$ cat config.mk
export PLATFORM = sky130hd
export DESIGN_NAME = trd_sched
export DESIGN_NICKNAME = d
export VERILOG_FILES = /design/src/rtl/trd_sched.sv
export SDC_FILE = /design/constraint.sdc
export NUM_CORES = 1
export LEC_CHECK = 0
export CAP_MARGIN = 20
export CELL_PAD_IN_SITES_DETAIL_PLACEMENT = 1
export CELL_PAD_IN_SITES_GLOBAL_PLACEMENT = 2
export CORE_UTILIZATION = 24
export DETAILED_ROUTE_END_ITERATION = 16
export PLACE_DENSITY_LB_ADDON = 0.1
export SLEW_MARGIN = 20
export SYNTH_ARGS = -nofsm -noshare
export SYNTH_HDL_FRONTEND = slang
export SYNTH_SLANG_ARGS = --single-unit
export TNS_END_PERCENT = 100
$ cat constraint.sdc
create_clock -name clk -period 4.3 [get_ports clk]
set_clock_uncertainty 0.1 [all_clocks]
set_input_delay 0.86 -clock clk [delete_from_list [all_inputs] [get_ports clk]]
set_output_delay 0.86 -clock clk [all_outputs]
set_load 0.005 [all_outputs]
$ cat src/rtl/trd_sched.sv
// Round-robin fetch scheduler for the 8-thread barrel pipeline: owns the active mask, free-ID allocation, spawn and kill.
// Optional issued-fetch counter is enabled by defining TRD_ISSUE_CNT_EN; otherwise issue_cnt is tied to zero.
module trd_sched #(
  parameter int NTRD     = 8,
  parameter int BOOT_TRD = 0,
  localparam int IDW     = $clog2(NTRD)
) (
  input  logic            clk,
  input  logic            rst_n,
  input  logic            stall,
  input  logic            spawn_req,
  input  logic            kill_req,
  input  logic [IDW-1:0]  kill_trd,
  input  logic [NTRD-1:0] block_mask,
  output logic [IDW-1:0]  trd_fetch,
  output logic            fetch_vld,
  output logic [IDW-1:0]  new_trd_id,
  output logic            new_trd_avail,
  output logic            spawn_drop,
  output logic [NTRD-1:0] active_mask,
  output logic            all_done,
  output logic [31:0]     issue_cnt
);

  logic [NTRD-1:0]   kill_vec;
  logic [NTRD-1:0]   spawn_vec;
  logic [NTRD-1:0]   mask_nxt;
  logic [NTRD-1:0]   elig;
  logic [2*NTRD-1:0] elig_dbl;
  logic [NTRD-1:0]   elig_rot;
  logic [IDW-1:0]    rr_start;
  logic [IDW-1:0]    rr_off;
  logic [IDW-1:0]    rr_sel;
  logic              rr_hit;
  logic              spawn_eff;

  always_comb begin
    new_trd_id    = '0;
    new_trd_avail = 1'b0;
    for (int i = NTRD - 1; i >= 0; i--) begin
      if (!active_mask[i]) begin
        new_trd_id    = IDW'(i);
        new_trd_avail = 1'b1;
      end
    end
  end

  // Spawn always targets a free slot, so clearing the kill first never cancels it.
  assign spawn_eff = spawn_req & ~stall & ~all_done;
  assign kill_vec  = kill_req ? (NTRD'(1) << kill_trd) : '0;
  assign spawn_vec = (spawn_eff & new_trd_avail) ? (NTRD'(1) << new_trd_id) : '0;
  assign mask_nxt  = (active_mask & ~kill_vec) | spawn_vec;
  assign elig      = active_mask & ~block_mask & ~kill_vec;

  // Rotate so the thread after the current one sits at bit 0, then pick the lowest set bit.
  assign rr_start = trd_fetch + IDW'(1);
  assign elig_dbl = {elig, elig} >> rr_start;
  assign elig_rot = elig_dbl[NTRD-1:0];

  always_comb begin
    rr_hit = 1'b0;
    rr_off = '0;
    for (int i = NTRD - 1; i >= 0; i--) begin
      if (elig_rot[i]) begin
        rr_off = IDW'(i);
        rr_hit = 1'b1;
      end
    end
  end

  assign rr_sel = rr_start + rr_off;

  always_ff @(posedge clk or negedge rst_n) begin
    if (!rst_n) begin
      active_mask <= NTRD'(1) << BOOT_TRD;
      trd_fetch   <= IDW'(BOOT_TRD);
      fetch_vld   <= 1'b0;
      spawn_drop  <= 1'b0;
      all_done    <= 1'b0;
    end else begin
      active_mask <= mask_nxt;
      spawn_drop  <= spawn_eff & ~new_trd_avail;
      all_done    <= all_done | (mask_nxt == '0);
      if (mask_nxt == '0) begin
        fetch_vld <= 1'b0;
      end else if (!stall) begin
        fetch_vld <= rr_hit;
        if (rr_hit) trd_fetch <= rr_sel;
      end
    end
  end

`ifdef TRD_ISSUE_CNT_EN
  logic [31:0] cnt_q;

  always_ff @(posedge clk or negedge rst_n) begin
    if (!rst_n) cnt_q <= 32'h0;
    else if (fetch_vld && !stall) cnt_q <= cnt_q + 32'd1;
  end

  assign issue_cnt = cnt_q;
`else
  assign issue_cnt = 32'h0;
`endif

endmodule

### Yosys cells after proc, flatten, opt, wreduce, memory -nomap -nowiden

Cells that the tools add are included.
Widths: inputs -> output; s select.

| storage, ports and cells | value |
|---|---|
| register bits | 14 |
| output and inout bits | 50 |

| cells by class | value |
|---|---|
| add/sub/neg operators | 2 |
| equal/unequal tests | 1 |
| shift operators | 3 |
| muxes and demuxes | 36 |
| bitwise gates (word level) | 15 |
| reduce and logical (&&, ||, !) cells | 2 |

Operator list:

| cell | number |
|---|---|
| $mux 3 | 16 |
| $and 8x8->8 | 3 |
| $mux 1 | 18 |
| $mux 8 | 2 |
| $not 8->8 | 2 |
| $shl 1x3->8 const A | 2 |
| $shr 16x3->8 | 1 |
| $logic_not 8->1 | 1 |
| $or 8x8->8 | 1 |
| $and 1x1->1 | 4 |
| $not 1->1 | 4 |
| $add 3x1->3 const B | 1 |
| $add 3x3->3 | 1 |
| $reduce_and 3->1 | 1 |
| $ne 2x1->1 const B | 1 |
| $or 1x1->1 | 1 |

### Logic depth before layout (Yosys ltp)

Gate-level depths: netlist of the first run.

| logic depth | value |
|---|---|
| depth after elaboration | 15 |
| mapped depth | 15 |

### Worst setup path after synthesis of the first run

Ideal clock, no wire load.

| timing | value |
|---|---|
| path kind | input to register |
| start | input port kill_trd[0] |
| end | register trd_fetch[2] |
| setup time | 0.127 ns |
| arrival | 3.273 ns |
| required time | 4.073 ns |
| setup slack | 0.800 ns |
| stages | 14 |
| cell sequence | nor4b_2 or4b_4 o21a_1 nor3b_1 a311oi_1 o221ai_1 o211ai_1 o21ai_1 ha_1 fa_1 xnor2_1 nor3_2 o21ba_1 xor2_1 |

| on the way | value |
|---|---|
| longest elaborated chain between the ends | 14 |

Ends and longest elaborated chain:

| item | RTL line | RTL |
|---|---|---|
| start, declared | 13 | `input logic [IDW-1:0] kill_trd,` |
| $shl 1x3->8 * | 50 | `assign kill_vec = kill_req ? (NTRD'(1) << kill_trd) : '0;` |
| $mux 8 * | 50 |  |
| $not 8->8 * | 52, 53 |  |
| $and 8x8->8 | 53 | `assign elig = active_mask & ~block_mask & ~kill_vec;` |
| $shr 16x3->8 | 57 | `assign elig_dbl = {elig, elig} >> rr_start;` |
| $mux 3 or $mux 1 (tied branches) (8 in series) | 64 | `if (elig_rot[i]) begin` |
| $add 3x3->3 or $reduce_and 3->1 (tied branches) | - |  |
| end signal, assigned | 76 | `trd_fetch <= IDW'(BOOT_TRD);` |
| end signal, assigned | 88 | `if (rr_hit) trd_fetch <= rr_sel;` |
| end, declared | 15 | `output logic [IDW-1:0] trd_fetch,` |

Every way passes the cells marked *; elsewhere a longest branch is shown, timed or not.
A chain may end at the register's enable or synchronous reset.

### Worst setup path in the final report of the first run

Ends and elaborated chain as after synthesis.

==> metrics.csv, run 1 <==
metric;value;unit
P_leak;0.796;nW
Setup crit end;trd_fetch[2];
nets@finish;248;
Final Hold Viols;0;
failing checks;DRC;
WS Path Type;primary input to register;
max-slew violation count;0;
Inserted Clock Buffers;3;
Worst EP arrival;4.08;ns
first-pass GRT wire length;7.73;mm
Final min period;4.06;ns
Hold Buf Count CTS;0;
EDFF count, synth;0;
htree depth;1;
Die Span X;84.4;um
PD cells;449;nW/um2
WP buf/inv;1;
Core Area;6460;um2
max-cap violation count;0;
Syn Inst Count;192;
reg2reg end;trd_fetch[2];
Routed wire per std cell;16.1;um
Initial Util;25.2;%
initial antenna violation count;0;
final WL;4.93;mm
hold slack;0.413;ns
Std-Cell Rows;29;
Critical Path RT;4.32;ns
Worst Max-Slew Pin Slew;0.830;ns
CP Capture Type;register;
crit path cell chain;clkdlybuf4s50_1 > nand4b_1 > nand4b_1 > o21a_1 > nor3b_1 > a311oi_1 > o221ai_1 > o211ai_1 > o21ai_1 > ha_1 > fa_1 > xnor2_2 > o21a_1 > o21ba_1 > xor2_1;
RR Startpoint;trd_fetch[1];
Synth cell types;58;
Placed Cells;301;
Power Total;0.000899;W
Die Area;7120;um2
crit path launch type;primary input;
largest net degree at the start of global routing;26;
worst hold path startpoint;all_done;
VDD IR max;0.231;mV
TritonCTS clock tree;yes;
n_diodes;0;
Slew Limit Headroom;44.7;%
Cell Area, Synth;1630;um2
dpl hpwl;4.05;mm
WP depth;15;
FILL cells;776;
FF-to-FF setup slack;0.82;ns
fmax;0.246;GHz
grt total ovfl;0;
Top Family by Delay on Critical Path;compound AO/OA/AOI/OAI gates;
GRT Util Overall;13.7;%
clk slew on worst S/H paths;0.06;ns
IO Pins;66;
area delta synth->final;22.8;%
Final Instance Count excl. Fillers;305;
status;complete, but fails checks;
Setup Viol. Count Final;0;
clock root buffer;clkbuf_8;
Clock Sinks;14;
clk buf depth;2;
Crit path largest cell delay;0.61;ns
clock latency on the worst-skew pair;0.24;ns
DR iter-0 viols;40;
Main synth FF type;dfrtp_1;
Reg2Reg Depth;12;
RSZ-0062 raised after global routing;false;
Die Height;84.4;um
synth warn;0;
Mapped Avg Cell Area;8.48;um2
Hold WC Path Type;register to register;
Seq/Total Area, Yosys;21.6;%
Final period util;94.4;%
residual DRC count;6;
Antenna Violating Nets Remaining;0;
Synth Register Bits;14;
Post-synth ARST share;100;%
drt pass-1 iters;10;
vias in the first global route;1490;
multi-input logic area;1110;um2
PortBufs;33;
CP Launch Point;kill_trd[0];
layout cells sized above 1;11.8;%
vias;1529;
Via density;5.01;
Max FO, Critical Path;8;
slowest cell on the critical path;clkdlybuf4s50_1;
Reg area;352;um2
GPL Wtd Cong;0.761;
==> worst min-delay path by stage <==
stage / end / slack (ns) / cells past startpoint
floorplan: all_done / 0.39 / 1
global placement: all_done / 0.39 / 1
detailed placement: all_done / 0.41 / 1
CTS: all_done / 0.43 / 1
global route: all_done / 0.47 / 1
finish: all_done / 0.41 / 1
==> layout by cell type, fill, tap and decap left out, drive strengths merged, types with 5 or more instances in the layout <==
master | netlist | routed
a21oi | 5 | 5
buf | 35 | 7
clkdlybuf4s50 | 0 | 33
conb | 1 | 32
dfrtp | 13 | 13
inv | 5 | 5
nand2 | 17 | 17
nand3 | 7 | 7
nand3b | 5 | 5
nand4 | 5 | 5
nand4b | 6 | 6
nor2 | 11 | 11
o211ai | 5 | 5
o21a | 5 | 5
o21ai | 8 | 8
==> through the flow <==
step                TNS [ns]  setup slack (ns)  area [um2]  utilization, %
floorplan                  0             0.800        1750               -
CTS                        0             0.212        1990            30.9
detailed placement   -0.0364           -0.0364        1950            30.2
global placement           0            0.0602        1950            30.2
finish                     0             0.240        2000            31.0
global route               0            0.0194        2000            31.0
==> cells in the mapped netlist (all sizes together) (5+ instances only) <==
master	count	area share (%)
nand3	7	2.2
nand2	17	3.9
o21ai	8	2.5
dfrtp	13	20
o211ai	5	2.3
nand3b	5	2.3
buf	35	16
a21oi	5	1.5
o21a	5	2.3
nand4b	6	3.2
nor2	11	2.5
inv	5	1.2
nand4	5	1.9
==> layer usage <==
layer | global-route usage, % | part of all wire [%]
met1 | 18.7 | 48
met2 | 23.6 | 49
met3 | 1.08 | 2.9
met4 | 3.24 | 0.79
met5 | 0 | 0
==> logic make-up (layout without fill, tap and decap cells) <==
group	after synthesis	after routing	share of synthesized area, %
mux	8	8	6.61
flops	14	14	21.6
buf+inv	44	49	18.1
simple gates	73	73	27.7
fa+ha+maj	3	3	2.76
other cells	1	32	0.230
xor+xnor	4	4	2.15
compound gates	45	45	20.8
==> timing repair <==
action | CTS | global route
resized for setup | 0 | 1
hold endpoints to repair | 0 | 0
setup buffers | 0 | 0
endpoints found under the setup margin | 0 | 1
==> area by class of cell <==
type                       instances  share of cell area [%]
inverter                           5                   0.938
timing repair buffer              40                    19.1
clock buffer                       4                    2.25
multi-input combinational        165                    55.3
tap                               77                    4.82
sequential                        14                    17.6
==> registers in the layout (all words and copies together), names as in the netlist <==
name	count
active_mask	8
trd_fetch	3
all_done	1
fetch_vld	1
spawn_drop	1
==> where the power goes <==
part / leakage, nW / internal (W) / switching [W] / total [W]
registers: 0.181 / 0.000149 / 0.0000177 / 0.000167
clock network: 0.0228 / 0.0000655 / 0.0000451 / 0.000111
logic: 0.592 / 0.000273 / 0.000349 / 0.000621
No activity file was read; power rests on OpenSTA's default activity.
==> run 2: changes to the inputs <==
MAX_ROUTING_LAYER = met4   (was default)
==> metrics.csv, run 2 (same netlist as run 1, synthesis figures left out) <==
metric;value;unit
htree depth;1;
P_leak;0.796;nW
Final Util;31.0;%
WS Path Type;primary input to register;
Std-Cell Rows;29;
clock latency on the worst-skew pair;0.24;ns
Hold WC Path Type;register to register;
n_diodes;0;
clock root buffer;clkbuf_8;
crit path cell chain;clkdlybuf4s50_1 > nor4b_2 > or4b_4 > o21a_1 > nor3b_1 > a311oi_1 > o221ai_1 > o211ai_1 > o21ai_1 > ha_1 > fa_1 > xnor2_2 > o21a_1 > o21ba_1 > xor2_1;
failing checks;DRC;
dpl hpwl;4.05;mm
final WL;4.94;mm
IO Pins;66;
most frequent cells in the layout;clkdlybuf4s50_1, conb_1, nand2_1, dfrtp_1, nor2_1;
crit path launch type;primary input;
RSZ-0062 raised after global routing;false;
pre-CTS setup slack;-0.0364;ns
VDD IR max;0.231;mV
Setup WS post-layout;0.228;ns
PortBufs;33;
first-pass GRT wire length;7.76;mm
most common cell after layout, fill and taps aside;clkdlybuf4s50_1;
CP Capture Type;register;
Top Family by Delay on Critical Path;compound AO/OA/AOI/OAI gates;
Final period util;94.7;%
Inserted Clock Buffers;3;
Top reg by flops;active_mask;
layout cells sized above 1;11.8;%
WP depth;15;
residual DRC count;6;
Crit path largest cell delay;0.53;ns
max-cap violation count;0;
Sw Pwr;0.000412;W
TritonCTS clock tree;yes;
Setup Viol. Count Final;0;
Core Area;6460;um2
Final min period;4.07;ns
Final Hold Viols;0;
Worst EP arrival;4.10;ns
Power Total;0.000899;W
DR iter-0 viols;34;
hold path cells;1;
Initial Util;25.2;%
grt total ovfl;0;
largest net degree at the start of global routing;26;
area delta synth->final;22.8;%
combinational power share;69.2;%
max-slew violation count;0;
largest registers;active_mask: 8 flops, trd_fetch: 3 flops;
fmax;0.246;GHz
Die Area;7120;um2
vias in the first global route;1484;
Via density;5.00;
WP buf/inv;1;
Clock Sinks;14;
Slew Limit Headroom;44.8;%
Placed Cells;301;
initial antenna violation count;0;
drt pass-1 iters;10;
Die Span X;84.4;um
Routed wire per std cell;16.2;um
vias;1524;
Antenna Violating Nets Remaining;0;
status;complete, but fails checks;
Worst Max-Slew Pin Slew;0.829;ns
Reg2Reg Depth;12;
clk buf depth;2;
Internal;0.000487;W
GPL Wtd Cong;0.771;
Switching Share;45.8;%
max reg flops;8;
Critical Path RT;4.32;ns
Max FO, Critical Path;8;
sequential power share;18.6;%
clk slew on worst S/H paths;0.06;ns
Final Instance Count excl. Fillers;305;
clock network power share;12.3;%
GRT Util Overall;14.2;%
nets@finish;248;
setup TNS;0;ns
Die Height;84.4;um
slowest cell on the critical path;clkdlybuf4s50_1;
PD cells;449;nW/um2
most frequent CP cell;o21a_1;
run 2: cell counts in the layout (fill, tap and decap cells not counted):
Identical to the previous run, type by type.
run 2: layout make-up:
cell class	count	area (um2)
fill	776	4460
multi-input combinational	165	1110
timing repair buffer	40	383
sequential	14	352
tap	77	96.3
clock buffer	4	45.0
inverter	5	18.8
run 2: repair_timing:
action,in CTS,in global routing
hold buffers,0,0
resized for setup,0,1
buffers inserted,0,0
setup endpoints to repair,0,1
run 2: layer usage:
layer	GRT usage, %	share of wire (%)
met2	23.5	49
met4	3.24	0.71
met5	-	0
met1	18.9	48
met3	1.08	2.8
run 2: power by group through the flow:
stage	Clock, W	Sequential [W]	Combinational, W
finish	0.000110	0.000167	0.000622
global route	0.000122	0.000170	0.000685
CTS	0.000114	0.000168	0.000600
detailed placement	0	0.000170	0.000596
global placement	0	0.000168	0.000585
floorplan	0	0.000166	0.000416
run 2: path summary, 6_finish.rpt:
| path | startpoint | endpoint | slack, ns |
|---|---|---|---|
| max | kill_trd[0] | trd_fetch[2] | 0.23 |
| min | all_done | all_done | 0.41 |
| max reg2reg | trd_fetch[1] | trd_fetch[2] | 0.82 |
| min reg2reg | all_done | all_done | 0.41 |
| max in group asynchronous | rst_n | active_mask[7] | 2.75 |
| min in group asynchronous | rst_n | all_done | 0.93 |
run 2: per-stage QoR:
step                      hold slack (ns)  area (um2)
after floorplan                     0.389        1750
after global placement              0.394        1950
after detailed placement            0.410        1950
after CTS                           0.426        1990
after global routing                0.468        2000
final                               0.413        2000
==> run 3: changes to the inputs <==
CORE_UTILIZATION = 26   (was 24)
clock period = 5.05 ns   (was 4.3 ns; I/O delays follow)
==> metrics.csv, run 3 (same netlist as run 1, synthesis figures left out) <==
metric;value;unit
status;finished, final reports clean;
max reg flops;8;
pre-CTS setup slack;0.467;ns
n_diodes;0;
clock root buffer;clkbuf_8;
vias in the first global route;1499;
nets@finish;241;
DR iter-0 viols;64;
CP Capture Type;register;
max-slew violation count;0;
drt pass-1 iters;4;
fin area;1940;um2
most frequent CP cell;o21a_1;
FF-to-FF setup slack;1.14;ns
TritonCTS clock tree;yes;
final WL;4.66;mm
crit path cell chain;clkdlybuf4s50_1 > nor4b_2 > or4b_4 > o21a_1 > nor3b_1 > a311oi_1 > o221ai_1 > o211ai_1 > o21ai_1 > ha_1 > fa_1 > xnor2_1 > o21a_1 > o21ba_1 > xor2_1;
grt total ovfl;0;
clk buf depth;2;
GRT Util Overall;15.5;%
Slew Limit Headroom;39.5;%
crit path launch type;primary input;
fmax;0.229;GHz
largest registers;active_mask: 8 flops, trd_fetch: 3 flops;
Critical Path RT;5.12;ns
RSZ-0062 raised after global routing;false;
hold path cells;1;
Final min period;4.37;ns
Initial Util;27.2;%
Routed wire per std cell;15.7;um
DP Area;1890;um2
Via density;5.07;
max-cap violation count;0;
Die Span X;81.2;um
Hold Buf Count CTS;0;
GPL Wtd Cong;0.739;
most common cell after layout, fill and taps aside;clkdlybuf4s50_1;
PortBufs;33;
Final Hold Viols;0;
Die Height;81.2;um
Worst EP arrival;4.44;ns
Crit path largest cell delay;0.54;ns
Core Area;5990;um2
WS Path Type;primary input to register;
largest net degree at the start of global routing;26;
most frequent cells in the layout;clkdlybuf4s50_1, conb_1, nand2_1, dfrtp_1, nor2_1;
Inserted Clock Buffers;3;
IO Pins;66;
Post-CTS Resized;0;
Antenna Violating Nets Remaining;0;
setup TNS;0;ns
Setup WS post-layout;0.676;ns
Hold WC Path Type;register to register;
Reg2Reg Depth;11;
residual DRC count;0;
Power Total;0.000699;W
Final period util;86.6;%
dpl hpwl;3.74;mm
hold slack;0.400;ns
vias;1501;
area delta synth->final;19.0;%
Clock Sinks;14;
VDD IR max;0.224;mV
slowest cell on the critical path;clkdlybuf4s50_1;
PD cells;361;nW/um2
Worst Max-Slew Pin Slew;0.901;ns
clk slew on worst S/H paths;0.06;ns
initial antenna violation count;0;
Setup Viol. Count Final;0;
Std-Cell Rows;28;
htree depth;1;
layout cells sized above 1;8.60;%
Max FO, Critical Path;8;
clock latency on the worst-skew pair;0.24;ns
P_leak;0.758;nW
first-pass GRT wire length;7.67;mm
Die Area;6590;um2
Top reg by flops;active_mask;
post-CTS setup repair buffer count;0;
## run 3: worst max-delay path: cells and delay by family
kind,cells,cell delay [ns]
AOI/OAI and AO/OA,7,1.18
xor gates and xnor gates,2,0.39
adders and majority gates,2,0.57
buffers and inverters,1,0.54
and+or+nand+nor,3,0.77
## run 3: final timing paths
| kind | startpoint | to |
|---|---|---|
| setup / recovery | kill_trd[0] | trd_fetch[2] |
| hold / removal | all_done | all_done |
| setup reg to reg | trd_fetch[0] | trd_fetch[2] |
| hold reg to reg | all_done | all_done |
| max in group asynchronous | rst_n | active_mask[1] |
| min in group asynchronous | rst_n | fetch_vld |
## run 3: report_power, final
| group | switching (W) | total [W] | internal [W] |
|---|---|---|---|
| Combinational | 0.000249 | 0.000443 | 0.000194 |
| Clock | 0.0000393 | 0.0000951 | 0.0000557 |
| Sequential | 0.0000347 | 0.000161 | 0.000126 |
## run 3: layout make-up
class	instances	area, um2
Inverter	5	18.8
Multi-Input combinational cell	165	1100
Fill cell	710	4050
Clock buffer	4	45.0
Tap cell	75	93.8
Timing Repair Buffer	33	330
Sequential cell	14	352
## run 3: layer usage
metal  global-route usage, %  vias up  share of wire [%]
met5                       -        -                  0
met3                    1.46        6                3.1
met1                    20.9      732                 50
li1                        -      719                  -
met2                    24.9       44                 47
met4                    3.57        0               0.79
## run 3: stage by stage
stage	utilization, %	cells
final	32.4	296
after global routing	32.4	296
after CTS	32.4	296
after detailed placement	31.6	292
after global placement	31.6	292
after floorplan	-	223
